==> src/rtl/multicycle_ctrl_pkg.sv <==
// Shared encodings for the multi-cycle control sequencer: states, opcodes,
// ALU operation codes, instruction classes and trap causes.
package ctrl_pkg;

  typedef enum logic [2:0] {
    S_IDLE   = 3'd0,
    S_FETCH  = 3'd1,
    S_DECODE = 3'd2,
    S_EXEC   = 3'd3,
    S_MEM    = 3'd4,
    S_WB     = 3'd5,
    S_TRAP   = 3'd7
  } state_e;

  localparam logic [6:0] OP_R    = 7'b0110011;
  localparam logic [6:0] OP_LD   = 7'b0000011;
  localparam logic [6:0] OP_ADDI = 7'b0010011;
  localparam logic [6:0] OP_ST   = 7'b0100011;
  localparam logic [6:0] OP_BR   = 7'b1100011;

  localparam logic [3:0] ALU_ADD   = 4'd0;
  localparam logic [3:0] ALU_RTYPE = 4'd2;
  localparam logic [3:0] ALU_BR    = 4'd7;

  typedef enum logic [2:0] {
    CL_NONE = 3'd0,
    CL_R    = 3'd1,
    CL_LD   = 3'd2,
    CL_ADDI = 3'd3,
    CL_ST   = 3'd4,
    CL_BR   = 3'd5
  } class_e;

  localparam logic [1:0] TC_NONE    = 2'd0;
  localparam logic [1:0] TC_ILLEGAL = 2'd1;
  localparam logic [1:0] TC_TIMEOUT = 2'd2;

endpackage

==> src/rtl/multicycle_ctrl_op_class.sv <==
// Combinational opcode-to-class decoder; anything outside the supported
// RV32 subset is flagged illegal and reported as CL_NONE.
module op_class
  import ctrl_pkg::*;
(
  input  logic [6:0] opcode_i,
  output class_e     class_o,
  output logic       illegal_o
);

  always_comb begin
    class_o   = CL_NONE;
    illegal_o = 1'b0;
    case (opcode_i)
      OP_R:    class_o = CL_R;
      OP_LD:   class_o = CL_LD;
      OP_ADDI: class_o = CL_ADDI;
      OP_ST:   class_o = CL_ST;
      OP_BR:   class_o = CL_BR;
      default: illegal_o = 1'b1;
    endcase
  end

endmodule

==> src/rtl/multicycle_ctrl.sv <==
// Multi-cycle control sequencer: steps a shared ALU and one handshaked memory
// port through FETCH/DECODE/EXEC/MEM/WB, with sticky trap and retire counter.
module multicycle_ctrl
  import ctrl_pkg::*;
#(
  parameter int unsigned MEM_TIMEOUT = 15,
  parameter int unsigned CNT_W       = 32
) (
  input  logic             clk,
  input  logic             rst_n,
  input  logic             en,
  input  logic [6:0]       opcode,
  input  logic             zero,
  input  logic             mem_ready,
  output logic             pc_wrt,
  output logic             ir_wrt,
  output logic             alu_src,
  output logic             mem_to_reg,
  output logic             reg_wrt,
  output logic             mem_rd,
  output logic             mem_wrt,
  output logic             br,
  output logic [3:0]       alu_op,
  output logic [2:0]       state,
  output logic             trap,
  output logic [1:0]       trap_cause,
  output logic [CNT_W-1:0] instret
);

  localparam logic [7:0] WAIT_LIM = 8'(MEM_TIMEOUT);

  state_e           state_q, state_d;
  class_e           class_q, class_d;
  logic [7:0]       wait_q, wait_d;
  logic             trap_q, trap_d;
  logic [1:0]       cause_q, cause_d;
  logic [CNT_W-1:0] instret_q, instret_d;
  logic             retire;
  logic             timeout;
  class_e           dec_class;
  logic             dec_illegal;

  op_class u_op_class (
    .opcode_i  (opcode),
    .class_o   (dec_class),
    .illegal_o (dec_illegal)
  );

  assign timeout = (wait_q == WAIT_LIM);

  // The wait counter defaults to zero, so it clears on every entry to FETCH/MEM
  // and only counts while an access is stalled in place.
  always_comb begin
    state_d    = state_q;
    class_d    = class_q;
    wait_d     = '0;
    trap_d     = trap_q;
    cause_d    = cause_q;
    instret_d  = instret_q;
    retire     = 1'b0;
    pc_wrt     = 1'b0;
    ir_wrt     = 1'b0;
    alu_src    = 1'b0;
    mem_to_reg = 1'b0;
    reg_wrt    = 1'b0;
    mem_rd     = 1'b0;
    mem_wrt    = 1'b0;
    br         = 1'b0;
    alu_op     = ALU_ADD;
    case (state_q)
      S_IDLE: begin
        if (en) state_d = S_FETCH;
      end
      S_FETCH: begin
        mem_rd = 1'b1;
        if (mem_ready) begin
          ir_wrt  = 1'b1;
          pc_wrt  = 1'b1;
          state_d = S_DECODE;
        end else if (timeout) begin
          state_d = S_TRAP;
          trap_d  = 1'b1;
          cause_d = TC_TIMEOUT;
        end else begin
          wait_d = wait_q + 8'd1;
        end
      end
      S_DECODE: begin
        class_d = dec_class;
        if (dec_illegal) begin
          state_d = S_TRAP;
          trap_d  = 1'b1;
          cause_d = TC_ILLEGAL;
        end else begin
          state_d = S_EXEC;
        end
      end
      S_EXEC: begin
        case (class_q)
          CL_R: begin
            alu_op  = ALU_RTYPE;
            state_d = S_WB;
          end
          CL_ADDI: begin
            alu_src = 1'b1;
            state_d = S_WB;
          end
          CL_LD, CL_ST: begin
            alu_src = 1'b1;
            state_d = S_MEM;
          end
          CL_BR: begin
            alu_op = ALU_BR;
            br     = 1'b1;
            pc_wrt = zero;
            retire = 1'b1;
          end
          default: begin
            state_d = S_TRAP;
            trap_d  = 1'b1;
            cause_d = TC_ILLEGAL;
          end
        endcase
      end
      S_MEM: begin
        alu_src = 1'b1;
        if (class_q == CL_ST) mem_wrt = 1'b1;
        else                  mem_rd  = 1'b1;
        if (mem_ready) begin
          if (class_q == CL_ST) retire  = 1'b1;
          else                  state_d = S_WB;
        end else if (timeout) begin
          state_d = S_TRAP;
          trap_d  = 1'b1;
          cause_d = TC_TIMEOUT;
        end else begin
          wait_d = wait_q + 8'd1;
        end
      end
      S_WB: begin
        reg_wrt    = 1'b1;
        mem_to_reg = (class_q == CL_LD);
        retire     = 1'b1;
      end
      S_TRAP: begin
        state_d = S_TRAP;
      end
      default: begin
        state_d = S_IDLE;
      end
    endcase
    if (retire) begin
      instret_d = instret_q + CNT_W'(1);
      state_d   = en ? S_FETCH : S_IDLE;
    end
  end

  always_ff @(posedge clk or negedge rst_n) begin
    if (!rst_n) begin
      state_q   <= S_IDLE;
      class_q   <= CL_NONE;
      wait_q    <= '0;
      trap_q    <= 1'b0;
      cause_q   <= TC_NONE;
      instret_q <= '0;
    end else begin
      state_q   <= state_d;
      class_q   <= class_d;
      wait_q    <= wait_d;
      trap_q    <= trap_d;
      cause_q   <= cause_d;
      instret_q <= instret_d;
    end
  end

  assign state      = state_q;
  assign trap       = trap_q;
  assign trap_cause = cause_q;
  assign instret    = instret_q;

endmodule

==> config.mk <==
export PLATFORM = sky130hd
export DESIGN_NAME = multicycle_ctrl
export DESIGN_NICKNAME = d
export VERILOG_FILES = /design/src/rtl/multicycle_ctrl_pkg.sv /design/src/rtl/multicycle_ctrl_op_class.sv /design/src/rtl/multicycle_ctrl.sv
export SDC_FILE = /design/constraint.sdc
export NUM_CORES = 1
export LEC_CHECK = 0
export CAP_MARGIN = 20
export CORE_AREA = 2 2 80 82
export DETAILED_ROUTE_END_ITERATION = 7
export DIE_AREA = 0 0 82 84
export PLACE_DENSITY = 0.7
export SETUP_SLACK_MARGIN = 0.02
export SLEW_MARGIN = 0
export SYNTH_ARGS = -nofsm -noshare
export SYNTH_HDL_FRONTEND = slang
export SYNTH_HIERARCHICAL = 1
export SYNTH_SLANG_ARGS = --single-unit
==> constraint.sdc <==
create_clock -name clk -period 2.1 [get_ports clk]
set_input_delay 0.315 -clock clk [delete_from_list [all_inputs] [get_ports clk]]
set_output_delay 0.315 -clock clk [all_outputs]
set_load 0.01 [all_outputs]
==> flow_metrics.tcl <==
set metrics [dict create \
    max_slew_margin 0.5877 \
    insertion_delay_ns 0.31 \
    grt_start_max_net_pins 50 \
    power.sequential.fraction 0.383 \
    cp_launch_type "register" \
    floorplan.die_area_um2 6888 \
    synthToLayoutAreaGrowth_pct 33.04 \
    finalClockSkew_ns 0.008065 \
    fin_nets 351 \
    placement.setup.worst_slack_ns 0.03830 \
    setup_total_negative_slack_ns 0 \
    postLayoutCellArea_um2 3587 \
    ys_types 52 \
    path_class_of_the_lowest_slack_min_delay_path "in2async" \
    finalCritPeriodShare 0.9597 \
    synth_area_per_cell_um2 10.21 \
    final_weighted_congestion_in_routability_driven_placement 0.8413 \
    critPathTopFamily "buffers and inverters" \
    dominantRegCellSynth "sky130_fd_sc_hd__dfrtp_1" \
    min_period_ns 2.015 \
    synth-warning-count 6 \
    drtIter0Drc 102 \
    max_stage_delay_ns 0.55 \
    final-hold-violation-count 0 \
    postCtsHoldBufs 0 \
    synth_top_area_cell "sky130_fd_sc_hd__dfrtp_1" \
    area_used_by_multi_input_combinational_logic_um2 1405 \
    routedWlPerCell_um 14.16 \
    tightestPinTransition_ns 0.6184 \
    register_area_um2 1229 \
    route.detailed.drc 0 \
    vias_in_the_first_global_route 2161 \
    synth_nets 278 \
    crit_path_top_delay_cell "sky130_fd_sc_hd__clkdlybuf4s50_1" \
    combinationalPowerShare 0.388 \
    initial_core_util 0.4423 \
    path_class "reg2out" \
    post_route_cells_drive_above_1_share 0.1627 \
    clock-root-buffer "sky130_fd_sc_hd__clkbuf_8" \
    net-switching-power_mw 1.078 \
    path_buf_inv 2 \
    firstDrtPassIters 4 \
    worstSetupEndpointType "output pin" \
    chipWidth_um 82 \
    final-setup-viol-count 0 \
    p_leak_nw 1.557 \
    port_buffers 60 \
    drv_slew 0 \
    synth.area.top_cells "sky130_fd_sc_hd__dfrtp_1, sky130_fd_sc_hd__xnor2_1, sky130_fd_sc_hd__xor2_1, sky130_fd_sc_hd__nor2_1, sky130_fd_sc_hd__nand2_1" \
    vdd_drop_max_mv 0.4659 \
    grt_setup_unrepaired "yes" \
    cts-buffers-inserted 5 \
    power_density_nw_per_um2 859.9 \
    design.core.area_um2 6096 \
    mappedNetlistArea_um2 2696 \
    post_synth_arst_share 1.000 \
    global_route_wire_length_before_repair_um 10170 \
    power_switching_share 0.3494 \
    cts.htree.levels 2 \
    num_vias 2165 \
    ant_nets 0 \
    seq_area_frac_synth 0.4548 \
    power.internal_mw 2.007 \
    count_of_state_elements_after_synthesis 49 \
    cts_clk_pin_slew_worst_paths_ns 0.09 \
    clock_network_fraction_of_total_power 0.229 \
    final_setup_slack_of_the_worst_path_ns 0.08454 \
    worst-path-max-fanout 5 \
    cts_sinks 49 \
    dieHeight_um 84 \
    dpl_cell_area_um2 3437 \
    outcome "completed" \
    cap_viol_max_count 0 \
    post-dp-hpwl_um 4358 \
    cp_cell_sequence "nor2b_2 > nand2_1 > inv_2 > clkdlybuf4s50_1" \
    vias_per_cell 5.217 \
    synth_edf_count 0 \
    worstPathRequired_ns 1.78 \
    grt_util_all_layers 0.1883 \
    n_fill_cell 518 \
    arrival_ns 1.70 \
    tritoncts "built" \
    insertedDiodeCount 0 \
    maximum_clock_frequency_mhz 496.2 \
    initial_antenna_violation_count 0 \
    synth.top_cell.area_share 0.4548 \
    synth_cells 264 \
    routed_wl_um 5875 \
    clock_tree.buffer_depth 2 \
    floorplan.io_pins 62 \
    overflow 0 \
    core.rowCount 29 \
]
registers in the layout, indices dropped and copies added, names as in the netlist:
signal and cells:
class_q 3, instret 32, state 3, trap 1, trap_cause 2, wait_q 8
cells in the final DEF (no fill, tap or decap), drive strengths merged, types with 2 or more instances in the layout:
cell type	Yosys	routed
clkdlybuf4s50	0	52
dfrtp	49	49
nor2	27	27
xnor2	22	22
nand2	18	18
buf	5	16
xor2	15	15
nand3	12	12
nor3	12	12
nand4	11	11
inv	9	9
a21oi	9	9
o21ai	9	9
nand2b	8	8
and3	7	7
dlygate4sd2	0	7
clkbuf	4	6
and2	4	4
a31oi	4	4
mux2	4	4
nor4	4	4
nor2b	3	3
o22ai	3	3
nor3b	2	2
a21o	2	2
ha	2	2
nand4b	2	2
a21boi	2	2
nand4bb	2	2
cell families after synthesis:
group	count (synthesis)	synth area share
and+or+nand+nor	117	0.2599
DFF	49	0.4548
xor gates and xnor gates	37	0.1202
AOI/OAI and AO/OA	36	0.1044
buffers and inverters	18	0.03341
muxes	4	0.01670
adders and majority gates	2	0.009279
other	1	0.001391
routing by layer:
layer,routed length [um],GRT usage,vias to the layer above
li1,-,-,1063
met1,2749,0.2624,1026
met2,2768,0.2956,68
met3,252,0.03247,8
met4,104,0.05909,0
met5,0,0,-
cell type report:
class	count	share of cell area
Timing Repair Buffer	75	0.1960
Inverter	9	0.009418
Multi-Input combinational cell	197	0.3917
Tap cell	77	0.02686
Sequential cell	49	0.3425
Clock buffer	6	0.02302
Clock inverter	2	0.01046
worst reg2reg max path: stages, from the launching register on:
cell,delay [ns]
sky130_fd_sc_hd__dfrtp_1,0.43
sky130_fd_sc_hd__nand4b_2,0.27
sky130_fd_sc_hd__buf_4,0.20
sky130_fd_sc_hd__o22a_1,0.27
sky130_fd_sc_hd__a21oi_2,0.34
sky130_fd_sc_hd__nand4_1,0.16
sky130_fd_sc_hd__xnor2_1,0.14
worst paths after layout:
check                          start    endpoint  slack (ns)  cells after the start
setup / recovery            state[1]     reg_wrt        0.08                      4
hold / removal                 rst_n  instret[8]         0.1                      2
setup reg to reg            state[2]  instret[9]        0.19                      6
hold reg to reg            wait_q[0]   wait_q[0]        0.46                      1
max in group asynchronous      rst_n    state[0]        1.55                      2
min in group clk           wait_q[0]   wait_q[0]        0.46                      1
synthesized netlist by cell type, types with 3 or more instances:
master and number:
sky130_fd_sc_hd__xnor2_1 22, sky130_fd_sc_hd__clkbuf_1 4, sky130_fd_sc_hd__nand2_1 18, sky130_fd_sc_hd__nor2_1 26
sky130_fd_sc_hd__nand2b_1 8, sky130_fd_sc_hd__and2_1 4, sky130_fd_sc_hd__dfrtp_1 49, sky130_fd_sc_hd__buf_4 4
sky130_fd_sc_hd__nor3_2 3, sky130_fd_sc_hd__nor3_1 9, sky130_fd_sc_hd__xor2_1 15, sky130_fd_sc_hd__nand4_1 10
sky130_fd_sc_hd__a31oi_1 4, sky130_fd_sc_hd__inv_1 9, sky130_fd_sc_hd__nand3_1 12, sky130_fd_sc_hd__and3_1 7
sky130_fd_sc_hd__nor2b_1 3, sky130_fd_sc_hd__a21oi_1 8, sky130_fd_sc_hd__mux2_2 4, sky130_fd_sc_hd__o21ai_0 8
power groups by stage:
stage	combinational [mW]	clock, mW	sequential (mW)
2_1_floorplan	0.665	0	1.18
3_3_place_gp	1.15	0	1.19
3_5_place_dp	1.16	0	1.19
4_1_cts	1.19	0.729	1.18
5_1_grt	1.32	0.760	1.20
6_report	1.20	0.706	1.18
through the flow:
stage               std cells  hold WS [ns]    util  power [mW]
floorplan                 264       0.01941       -       1.849
global placement          406        0.4449  0.5638       2.342
detailed placement        406        0.4557  0.5638       2.347
CTS                       415        0.1282  0.5881       3.098
global route              415        0.1555  0.5885       3.277
finish                    415       0.09782  0.5885       3.085
what timing repair did:
item,4_1_cts,5_1_grt
buffers inserted,1,0
gates cloned,0,0
pin swaps,1,0
endpoints found under the setup margin,11,5
gates resized for setup,17,1
Note: power is estimated with default switching activity, not from simulation.
